[config.mk]
export PLATFORM = sky130hd
export DESIGN_NAME = store_queue_be
export DESIGN_NICKNAME = d
export VERILOG_FILES = /design/src/rtl/store_queue_be.sv
export SDC_FILE = /design/constraint.sdc
export NUM_CORES = 1
export LEC_CHECK = 0
export CAP_MARGIN = 20
export CELL_PAD_IN_SITES_DETAIL_PLACEMENT = 2
export CELL_PAD_IN_SITES_GLOBAL_PLACEMENT = 2
export CORE_ASPECT_RATIO = 0.6
export CORE_MARGIN = 2
export CORE_UTILIZATION = 40
export DETAILED_ROUTE_END_ITERATION = 8
export GPL_TIMING_DRIVEN = 0
export PLACE_DENSITY_LB_ADDON = 0.1
export SKIP_CTS_REPAIR_TIMING = 1
export SLEW_MARGIN = 25
export SYNTH_ARGS = -nofsm -noshare
export SYNTH_HDL_FRONTEND = slang
export SYNTH_SLANG_ARGS = --single-unit
[constraint.sdc]
create_clock -name clk -period 14.71 [get_ports clk]
set_clock_uncertainty 0.2 [all_clocks]
set_input_delay 3.6775 -clock clk [delete_from_list [all_inputs] [get_ports clk]]
set_output_delay 3.6775 -clock clk [all_outputs]
set_load 0.05 [all_outputs]
[src/rtl/store_queue_be.sv]
// rtl/store_queue_be.sv - store validation, lane alignment and in-order FIFO drain to the data bus
module store_queue_be #(
    parameter int          DATA_W  = 32,
    parameter int          DEPTH   = 4,
    parameter logic [31:0] MEM_LO  = 32'h0000_0000,
    parameter logic [31:0] MEM_HI  = 32'h0000_2fff,
    parameter logic [31:0] IO_LO   = 32'h0000_7f00,
    parameter logic [31:0] IO_HI   = 32'h0000_7f1b,
    parameter logic [31:0] RO_MASK = 32'h0000_0f08
) (
    input  logic                clk,
    input  logic                reset,
    input  logic                st_valid,
    input  logic [2:0]          st_type,
    input  logic [31:0]         st_addr,
    input  logic [DATA_W-1:0]   st_data,
    input  logic                st_ovf,
    output logic                st_ready,
    output logic                ades,
    output logic                mem_req,
    output logic [31:0]         mem_addr,
    output logic [DATA_W/8-1:0] mem_be,
    output logic [DATA_W-1:0]   mem_wdata,
    input  logic                mem_ack,
    output logic                empty
);
    localparam int NB = DATA_W / 8;
    localparam int L  = $clog2(NB);
    localparam int IW = $clog2(DEPTH);
    localparam int AW = IW + 1;

    logic [3:0]        size;
    logic              type_bad;
    logic              misaligned, in_mem, in_io, read_only, bad;
    logic [L-1:0]      lane;
    logic [15:0]       be_wide;
    logic [NB-1:0]     new_be;
    logic [DATA_W-1:0] dmask, new_wdata;
    logic [31:0]       new_addr;
    logic              push, pop;

    logic [AW-1:0]     wr_ptr, rd_ptr, count;
    logic [31:0]       addr_q  [DEPTH];
    logic [NB-1:0]     be_q    [DEPTH];
    logic [DATA_W-1:0] wdata_q [DEPTH];

    always_comb begin
        size     = 4'd1;
        type_bad = 1'b0;
        case (st_type)
            3'd0: size = 4'd1;
            3'd1: size = 4'd1;
            3'd2: size = 4'd2;
            3'd3: size = 4'd4;
            3'd4: begin
                size     = 4'd8;
                type_bad = (DATA_W != 64);
            end
            default: type_bad = 1'b1;
        endcase
    end

    // Offset-from-base compares keep region checks to one unsigned compare each.
    assign misaligned = |(st_addr[3:0] & (size - 4'd1));
    assign in_mem     = (st_addr - MEM_LO) <= (MEM_HI - MEM_LO);
    assign in_io      = (st_addr - IO_LO) <= (IO_HI - IO_LO);
    assign read_only  = (st_addr & 32'h0000_0f0c) == RO_MASK;
    assign bad        = type_bad | misaligned | (!in_mem && !in_io) |
                        (in_io && (size != 4'd4)) | (in_io && read_only) | st_ovf;
    assign ades       = st_valid && (st_type != 3'd0) && bad;

    assign lane     = st_addr[L-1:0];
    assign be_wide  = ((16'd1 << size) - 16'd1) << lane;
    assign new_be   = be_wide[NB-1:0];
    assign new_addr = {st_addr[31:L], {L{1'b0}}};

    always_comb begin
        dmask = '0;
        for (int i = 0; i < NB; i++) begin
            dmask[8*i +: 8] = (i < int'(size)) ? 8'hff : 8'h00;
        end
    end
    assign new_wdata = (st_data & dmask) << {lane, 3'b000};

    assign st_ready = (count != AW'(DEPTH));
    assign mem_req  = (count != '0);
    assign empty    = (count == '0);
    assign push     = st_valid && (st_type != 3'd0) && !ades && st_ready;
    assign pop      = mem_req && mem_ack;

    assign mem_addr  = addr_q[rd_ptr[IW-1:0]];
    assign mem_be    = be_q[rd_ptr[IW-1:0]];
    assign mem_wdata = wdata_q[rd_ptr[IW-1:0]];

    function automatic logic [AW-1:0] next_ptr(input logic [AW-1:0] p);
        return (p == AW'(DEPTH - 1)) ? '0 : p + 1'b1;
    endfunction

    always_ff @(posedge clk or posedge reset) begin
        if (reset) begin
            wr_ptr <= '0;
            rd_ptr <= '0;
            count  <= '0;
            for (int i = 0; i < DEPTH; i++) begin
                addr_q[i]  <= '0;
                be_q[i]    <= '0;
                wdata_q[i] <= '0;
            end
        end else begin
            if (push) begin
                addr_q[wr_ptr[IW-1:0]]  <= new_addr;
                be_q[wr_ptr[IW-1:0]]    <= new_be;
                wdata_q[wr_ptr[IW-1:0]] <= new_wdata;
                wr_ptr                  <= next_ptr(wr_ptr);
            end
            if (pop) begin
                rd_ptr <= next_ptr(rd_ptr);
            end
            case ({push, pop})
                2'b10:   count <= count + 1'b1;
                2'b01:   count <= count - 1'b1;
                default: count <= count;
            endcase
        end
    end
endmodule

## Word level (Yosys, flattened, before mapping)

Cells that the tools add are included.

- Input port bits: 72
- Word-level logic and storage cells: 98
- Output and inout port bits: 72
- Flip-flop bits (word level): 281

- Magnitude comparators: 9
- Bitwise gates (word level): 9
- Reductions and logical operators: 19
- $add $sub $neg: 7
- Shift operators: 3
- Eq/ne operators: 11
- Muxes and demuxes: 25

Operators by type and width:

| cell | count |
|---|---|
| $bwmux 128 | 2 |
| $mux 32 | 5 |
| $bmux 32 s2 | 2 |
| $demux 32 s2 | 1 |
| $and 32x32->32 | 1 |
| $le 32x14->1 const B | 1 |
| $le 32x5->1 const B | 1 |
| $mux 8 | 4 |
| $shl 32x5->32 | 1 |
| $sub 32x15->32 const B | 1 |
| $bwmux 16 | 1 |
| $shl 1x4->16 const A | 1 |
| $shl 16x2->4 | 1 |
| $sub 16x1->16 const B | 1 |
| $eq 3x2->1 const B | 4 |
| $mux 4 | 3 |
| $pmux 4 s3 | 1 |
| $add 3x1->3 const B | 3 |
| $logic_and 1x1->1 | 9 |
| $bmux 4 s2 | 1 |
| $demux 4 s2 | 1 |
| $lt 1x4->1 const A | 2 |
| $lt 2x4->1 const A | 2 |
| $reduce_or 4->1 | 2 |
| 21 further kinds | 32 |

## Depth between registers and ports, before layout

Gate-level depths: netlist of run 1.

- Depth in word-level cells: 16
- Mapped depth: 11
- Mapped depth without buffers: 10

## Worst setup path after synthesis of run 1

OpenSTA, ideal clock, no wires.

- Kind: input-to-output
- Start point: input st_addr[16]
- End point: output ades
- Data arrival time: 5.150 ns
- Buffers on the path: 1
- Stages: 5
- Data required time: 10.832 ns
- Slack: 5.683 ns
- Cells stage by stage: or4_1 -> a2111oi_0 -> and4_1 -> buf_4 -> a21oi_1

- Longest elaborated chain between the ends: 9
- Elaborated cells between the ends (all ways): 13
- Classes of those cells: add/sub (1); order compare (2); bitwise (4); reduce/logical (6)

RTL lines:

| what | line | RTL |
|---|---|---|
| from (decl) | 15 | `input logic [31:0] st_addr,` |
| $sub 32x15->32 | 66 | `assign in_io = (st_addr - IO_LO) <= (IO_HI - IO_LO);` |
| $le 32x5->1 | 66 |  |
| $logic_not 1->1 | 68 | `assign bad = type_bad \| misaligned \| (!in_mem && !in_io) \|` |
| $logic_and 1x1->1 | 68 |  |
| $or 1x1->1 (2 in series) | 68 |  |
| $or 1x1->1 (*) (2 in series) | 69 | `(in_io && (size != 4'd4)) \| (in_io && read_only) \| st_ovf;` |
| $logic_and 1x1->1 (*) | 70 | `assign ades = st_valid && (st_type != 3'd0) && bad;` |
| to (decl) | 19 | `output logic ades,` |

Every way passes the cells marked *; elsewhere a longest branch is shown, timed or not.

## Worst setup path after layout of run 1

Ends and elaborated chain as after synthesis.

==> results.sh, run 1 <==
export IMPL_end_kind="output pin"
export IMPL_vias_per_cell=5.34
export IMPL_nets=1089
export IMPL_grt_ovfl_total=0
export IMPL_pwr_density_cell_nw_per_um2=119
export IMPL_grt_use_total=0.231
export IMPL_cp_start_kind="input port"
export IMPL_cts_max_level=1
export IMPL_fin_crit_sh=0.734
export IMPL_fin_area_um2=15500
export IMPL_placed_area_um2=14500
export IMPL_layout_setup_ws_ps=3920
export IMPL_grt_first_pass_wirelength_um=56900
export IMPL_cp_arrival_ps=6910
export IMPL_drv_slew=0
export IMPL_cp_slowest_cell="a2111oi_0"
export IMPL_numPortBuffers=141
export IMPL_setup_tns_ps=0
export IMPL_clockBufferDepth=3
export IMPL_wire_per_inst_um=24.8
export IMPL_yosys_warnings=0
export IMPL_num_vias=7723
export IMPL_drtPass1Iterations=7
export IMPL_dieArea_um2=32700
export IMPL_grt_pass1_vias=8829
export IMPL_total_power_mw=1.84
export IMPL_whs_ps=282
export IMPL_drtAntennaViolNets=0
export IMPL_syn_inst=834
export IMPL_rows=50
export IMPL_worst_path_max_fanout=6
export IMPL_drtIter0Drc=512
export IMPL_clkLatencyLatePin_ps=540
export IMPL_status="completed"
export IMPL_yosysUniqueCellTypes=41
export IMPL_pin_count=144
export IMPL_final_common_cell="dfrtp_1"
export IMPL_start_util=0.403
export IMPL_cts_num_sinks=273
export IMPL_root_buffer="clkbuf_16"
export IMPL_min_path_type="flip-flop to flip-flop"
export IMPL_max_slew_worst_pin_slew_ps=1040
export IMPL_synthArstFlopShare=1.00
export IMPL_finish_utilization=0.500
export IMPL_fp_dieH_um=141
export IMPL_place_hpwl_um=24700
export IMPL_max_vdd_ir_drop_mv=0.0787
export IMPL_ys_dominant_reg_cell="dfrtp_1"
export IMPL_final_cell_mix="dfrtp_1, clkdlybuf4s50_1, mux2_2, and2_1, mux4_2"
export IMPL_cts_made_buffers=27
export IMPL_critical_path_cell_chain="clkdlybuf4s50_1 > or4_1 > a2111oi_0 > and4_1 > buf_4 > a21oi_1 > clkdlybuf4s50_1"
export IMPL_antenna_cells=0
export IMPL_pre_cts_ws_ps=4050
export IMPL_crit_path_max_incr_delay_ps=890
export IMPL_layout_drive_gt1_share=0.306
export IMPL_maxCapViolations=0
export IMPL_ys_ff_latch=273
export IMPL_gp_congestion=0.793
export IMPL_hold_viol=0
export IMPL_path_class="input port to output pin"
export IMPL_fp_coreArea_um2=31000
export IMPL_maxSlewHeadroom=0.285
export IMPL_power_leakage_nw=7.67
export IMPL_die_w_um=232
export IMPL_rsz0062_at_grt="no"
export IMPL_clk_pin_slew_ps=60
export IMPL_setup_violations=0
export IMPL_syn_to_final_growth_pct=23.9
export IMPL_wl_um=35800
export IMPL_netlist_area_um2=12500
export IMPL_cp_num_buf_inv=3
export IMPL_grt_max_degree=94
export IMPL_cts_tree="yes"
export IMPL_finalNonFillerCells=1445
export IMPL_drc=0
export IMPL_yosysSeqAreaShare=0.547
export IMPL_synth_edf_count=0
export IMPL_antenna_found_initial=0
export IMPL_crit_top_cell="clkdlybuf4s50_1"
export IMPL_cp_required_ps=10830
export IMPL_critical_path_top_delay_family="buffers and inverters"
export IMPL_dp_cells=1396
export IMPL_fin_crit_ps=10790
export IMPL_avgSynthCellArea_um2=15.0
export IMPL_max_freq_mhz=92.7
final timing paths:
path                       slack (ps)                 endpoint  cells past startpoint                   start
min in group asynchronous        3350   addr_q[41]$_DFFE_PP0P_                      2                   reset
max in group asynchronous        9760  wdata_q[72]$_DFFE_PP0P_                      4                   reset
setup / recovery                 3920                     ades                      7             st_addr[16]
hold / removal                    280   addr_q[21]$_DFFE_PP0P_                      1  addr_q[21]$_DFFE_PP0P_
hold reg to reg                   280   addr_q[21]$_DFFE_PP0P_                      1  addr_q[21]$_DFFE_PP0P_
setup reg to reg                12010    rd_ptr[0]$_DFFE_PP0P_                      4   rd_ptr[0]$_DFFE_PP0P_
synth_stat cells (2+ instances only):
cell type  count  area share
nand4_2        4      0.0040
nor4_1         4      0.0020
mux2_4        49       0.059
mux4_2        66        0.12
nand3_1        2     0.00080
a222oi_1       8      0.0064
o21ai_0       10      0.0040
and2_1        86       0.043
a21boi_0       2      0.0012
xor2_1         2      0.0014
ha_1           7      0.0070
nor2b_1        9      0.0045
buf_6          7      0.0063
nor2_1         8      0.0024
mux2i_1       34       0.027
clkbuf_1      26      0.0078
buf_2          3      0.0012
nand2_1       19      0.0057
nand2b_1       2      0.0010
mux2_2       120        0.11
buf_1          9      0.0027
a21oi_1        8      0.0032
dfrtp_1      273        0.55
inv_1         43       0.013
buf_4          7      0.0042
xnor2_1        2      0.0014
conb_1         2     0.00060
a221o_1        8      0.0064
nor3_1         2     0.00080
flip-flops by register name (all words and copies together) (netlist names):
signal   flops
be_q        16
rd_ptr       3
addr_q     120
wr_ptr       3
count        3
wdata_q    128
report_power, final:
group | internal [mW] | leakage [nW] | switching, mW
clock network | 0.441 | 0.476 | 0.306
logic | 0.126 | 3.55 | 0.200
registers | 0.758 | 3.64 | 0.00868
total | 1.33 | 7.67 | 0.514
per-layer routing:
metal	wire, um	track usage	share of wire
met1	17800	0.352	0.50
met2	16500	0.359	0.46
met3	1060	0.0328	0.030
met4	487	0.0337	0.014
met5	0	0	0
cells by family (layout without fill, tap and decap cells):
| kind of cell | count (synthesis) | in the layout | share of synthesized area |
|---|---|---|---|
| other cells | 2 | 3 | 0.000602 |
| buf+inv | 96 | 290 | 0.0355 |
| fa+ha+maj | 8 | 8 | 0.00862 |
| simple gates | 141 | 141 | 0.0673 |
| mux | 269 | 269 | 0.313 |
| compound gates | 41 | 41 | 0.0245 |
| xor+xnor | 4 | 4 | 0.00281 |
| flops | 273 | 273 | 0.547 |
layout make-up:
| type | instances | area, um^2 |
|---|---|---|
| Timing Repair Buffer | 145 | 1500 |
| Buffer | 52 | 284 |
| Tap cell | 416 | 520 |
| Multi-Input combinational cell | 466 | 5210 |
| Fill cell | 2907 | 15500 |
| Clock buffer | 35 | 776 |
| Inverter | 44 | 173 |
| Sequential cell | 273 | 6830 |
| Clock inverter | 14 | 173 |
worst reg2reg max path, stage by stage (launching register included):
cell,delay (ps)
dfrtp_1,350
clkbuf_1,300
buf_1,730
clkbuf_1,760
mux2_2,290
Note: power is estimated with default switching activity, not from simulation.
==> run 2: changes to the inputs <==
- clock period: 14.71 -> 9.95 ns (I/O delays scaled with it)
==> run 2 against run 1 <==
  * Setup slack worse by 1800 ps
  * Combinational power is 49% higher
  * Final area up 0.96%
  * Via count hardly changed
  * Core utilization up 0.48 points
  * Sequential share of layout area down 0.42 points
  * Global-route usage decreased by 0.63 points
  * Flip-flop and latch count is the same
  * Clock-buffer cell count is 4 higher
==> results.sh, run 2 (synthesized netlist as in run 1, its figures left out) <==
export IMPL_status="completed"
export IMPL_start_util=0.403
export IMPL_met1Wirelength_um=17500
export IMPL_antenna_found_initial=0
export IMPL_gp_congestion=0.798
export IMPL_maxSlewHeadroom=0.241
export IMPL_maxCapViolations=0
export IMPL_cts_max_level=1
export IMPL_final_cell_mix="dfrtp_1, clkdlybuf4s50_1, mux2_2, and2_1, mux4_2"
export IMPL_pwr_density_cell_nw_per_um2=172
export IMPL_cp_start_kind="input port"
export IMPL_pre_cts_ws_ps=2230
export IMPL_cts_tree="yes"
export IMPL_cp_required_ps=7260
export IMPL_antenna_cells=0
export IMPL_placed_area_um2=14700
export IMPL_whs_ps=283
export IMPL_grt_ovfl_total=0
export IMPL_fp_coreArea_um2=31000
export IMPL_place_hpwl_um=25100
export IMPL_worst_path_max_fanout=6
export IMPL_min_path_type="flip-flop to flip-flop"
export IMPL_grt_pass1_vias=8842
export IMPL_syn_to_final_growth_pct=25.1
export IMPL_clk_pin_slew_ps=70
export IMPL_fin_crit_sh=0.783
export IMPL_seqPwrFrac=0.421
export IMPL_rsz0062_at_grt="no"
export IMPL_cts_made_buffers=29
export IMPL_vias_per_cell=5.31
export IMPL_power_switching_share=0.285
export IMPL_layout_setup_ws_ps=2160
export IMPL_fp_dieH_um=141
export IMPL_p_clk_frac=0.399
export IMPL_grt_use_total=0.225
export IMPL_fin_crit_ps=7790
export IMPL_pin_count=144
export IMPL_path_class="input port to output pin"
export IMPL_multi_input_area_um2=5220
export IMPL_clkLatencyLatePin_ps=560
export IMPL_max_vdd_ir_drop_mv=0.113
export IMPL_drtAntennaViolNets=0
export IMPL_fin_area_um2=15600
export IMPL_drv_slew=0
export IMPL_max_slew_worst_pin_slew_ps=1140
export IMPL_cp_arrival_ps=5100
export IMPL_top_register="wdata_q"
export IMPL_route_met2_wl_um=15600
export IMPL_final_common_cell="dfrtp_1"
export IMPL_clockBufferDepth=3
export IMPL_power_leakage_nw=7.72
export IMPL_largest_registers="wdata_q (128), addr_q (120), be_q (16)"
export IMPL_dieArea_um2=32700
export IMPL_combinationalPowerShare=0.181
export IMPL_max_freq_mhz=128
export IMPL_layout_drive_gt1_share=0.311
export IMPL_drtIter0Drc=378
export IMPL_num_vias=7730
export IMPL_seq_area_um2=6830
export IMPL_rows=50
export IMPL_numPortBuffers=141
export IMPL_p_int_mw=1.93
export IMPL_end_kind="output pin"
export IMPL_setup_tns_ps=0
export IMPL_rrSetupSlack_ps=7350
export IMPL_cts_num_sinks=273
export IMPL_root_buffer="clkbuf_16"
export IMPL_nets=1100
export IMPL_drtPass1Iterations=5
export IMPL_grt_max_degree=32
export IMPL_n_fill_cell=2874
export IMPL_wl_um=35200
export IMPL_setup_violations=0
export IMPL_power_switching_uw=767
export IMPL_die_w_um=232
export IMPL_largest_reg_flops=128
export IMPL_total_power_mw=2.69
export IMPL_dr_wl_met3_um=1410
export IMPL_hold_viol=0
export IMPL_grt_first_pass_wirelength_um=55500
export IMPL_drc=0
export IMPL_topRoutingLayerUsed="met4"
export IMPL_wire_per_inst_um=24.2
run 2: cell types whose count changed in the layout (fill, tap and decap cells not counted), sizes merged:
cell / previous run / this run
clkinvlp: 1 / 2
buf: 28 / 37
clkbuf: 63 / 67
inv: 43 / 44
clkinv: 10 / 8
bufinv: 4 / 1
run 2: power groups by stage:
stage | Clock, mW | Combinational [mW] | Sequential [mW]
after floorplan | 0 | 0.313 | 1.15
after global placement | 0 | 0.473 | 1.15
after detailed placement | 0 | 0.490 | 1.15
after CTS | 1.10 | 0.494 | 1.13
after global routing | 1.14 | 0.528 | 1.13
final | 1.07 | 0.486 | 1.13
run 2: cell type report:
type,count,share of cell area
flip-flops and latches,273,0.437
multi-input cells,466,0.334
repair buffers,154,0.107
clock buffers,39,0.0534
well taps,416,0.0333
plain buffers,52,0.0181
inverters,44,0.0108
clock inverters,11,0.00641
run 2: path summary, 6_finish.rpt:
| check | startpoint | endpoint | depth (start not counted) |
|---|---|---|---|
| setup / recovery | st_addr[16] | ades | 7 |
| hold / removal | addr_q[48]$_DFFE_PP0P_ | addr_q[48]$_DFFE_PP0P_ | 1 |
| setup reg to reg | rd_ptr[0]$_DFFE_PP0P_ | rd_ptr[0]$_DFFE_PP0P_ | 4 |
| hold reg to reg | addr_q[48]$_DFFE_PP0P_ | addr_q[48]$_DFFE_PP0P_ | 1 |
| max in group asynchronous | reset | addr_q[123]$_DFFE_PP0P_ | 7 |
| min in group asynchronous | reset | addr_q[8]$_DFFE_PP0P_ | 2 |
run 2: per-stage QoR:
step / utilization / cells
6_report: 0.504 / 1455
5_1_grt: 0.504 / 1455
4_1_cts: 0.504 / 1453
3_5_place_dp: 0.474 / 1403
3_3_place_gp: 0.466 / 1392
2_1_floorplan: - / 835
run 2: worst max-delay path, stage by stage:
cell,delay [ps]
clkdlybuf4s50_1,390
or4_1,540
a2111oi_0,410
and4_1,280
buf_4,160
a21oi_1,100
clkdlybuf4s50_1,730
run 2: routing by layer:
| layer | GRT usage | vias to the layer above |
|---|---|---|
| li1 | - | 3366 |
| met1 | 0.346 | 4173 |
| met2 | 0.333 | 143 |
| met3 | 0.0382 | 48 |
| met4 | 0.0469 | 0 |
| met5 | 0 | - |
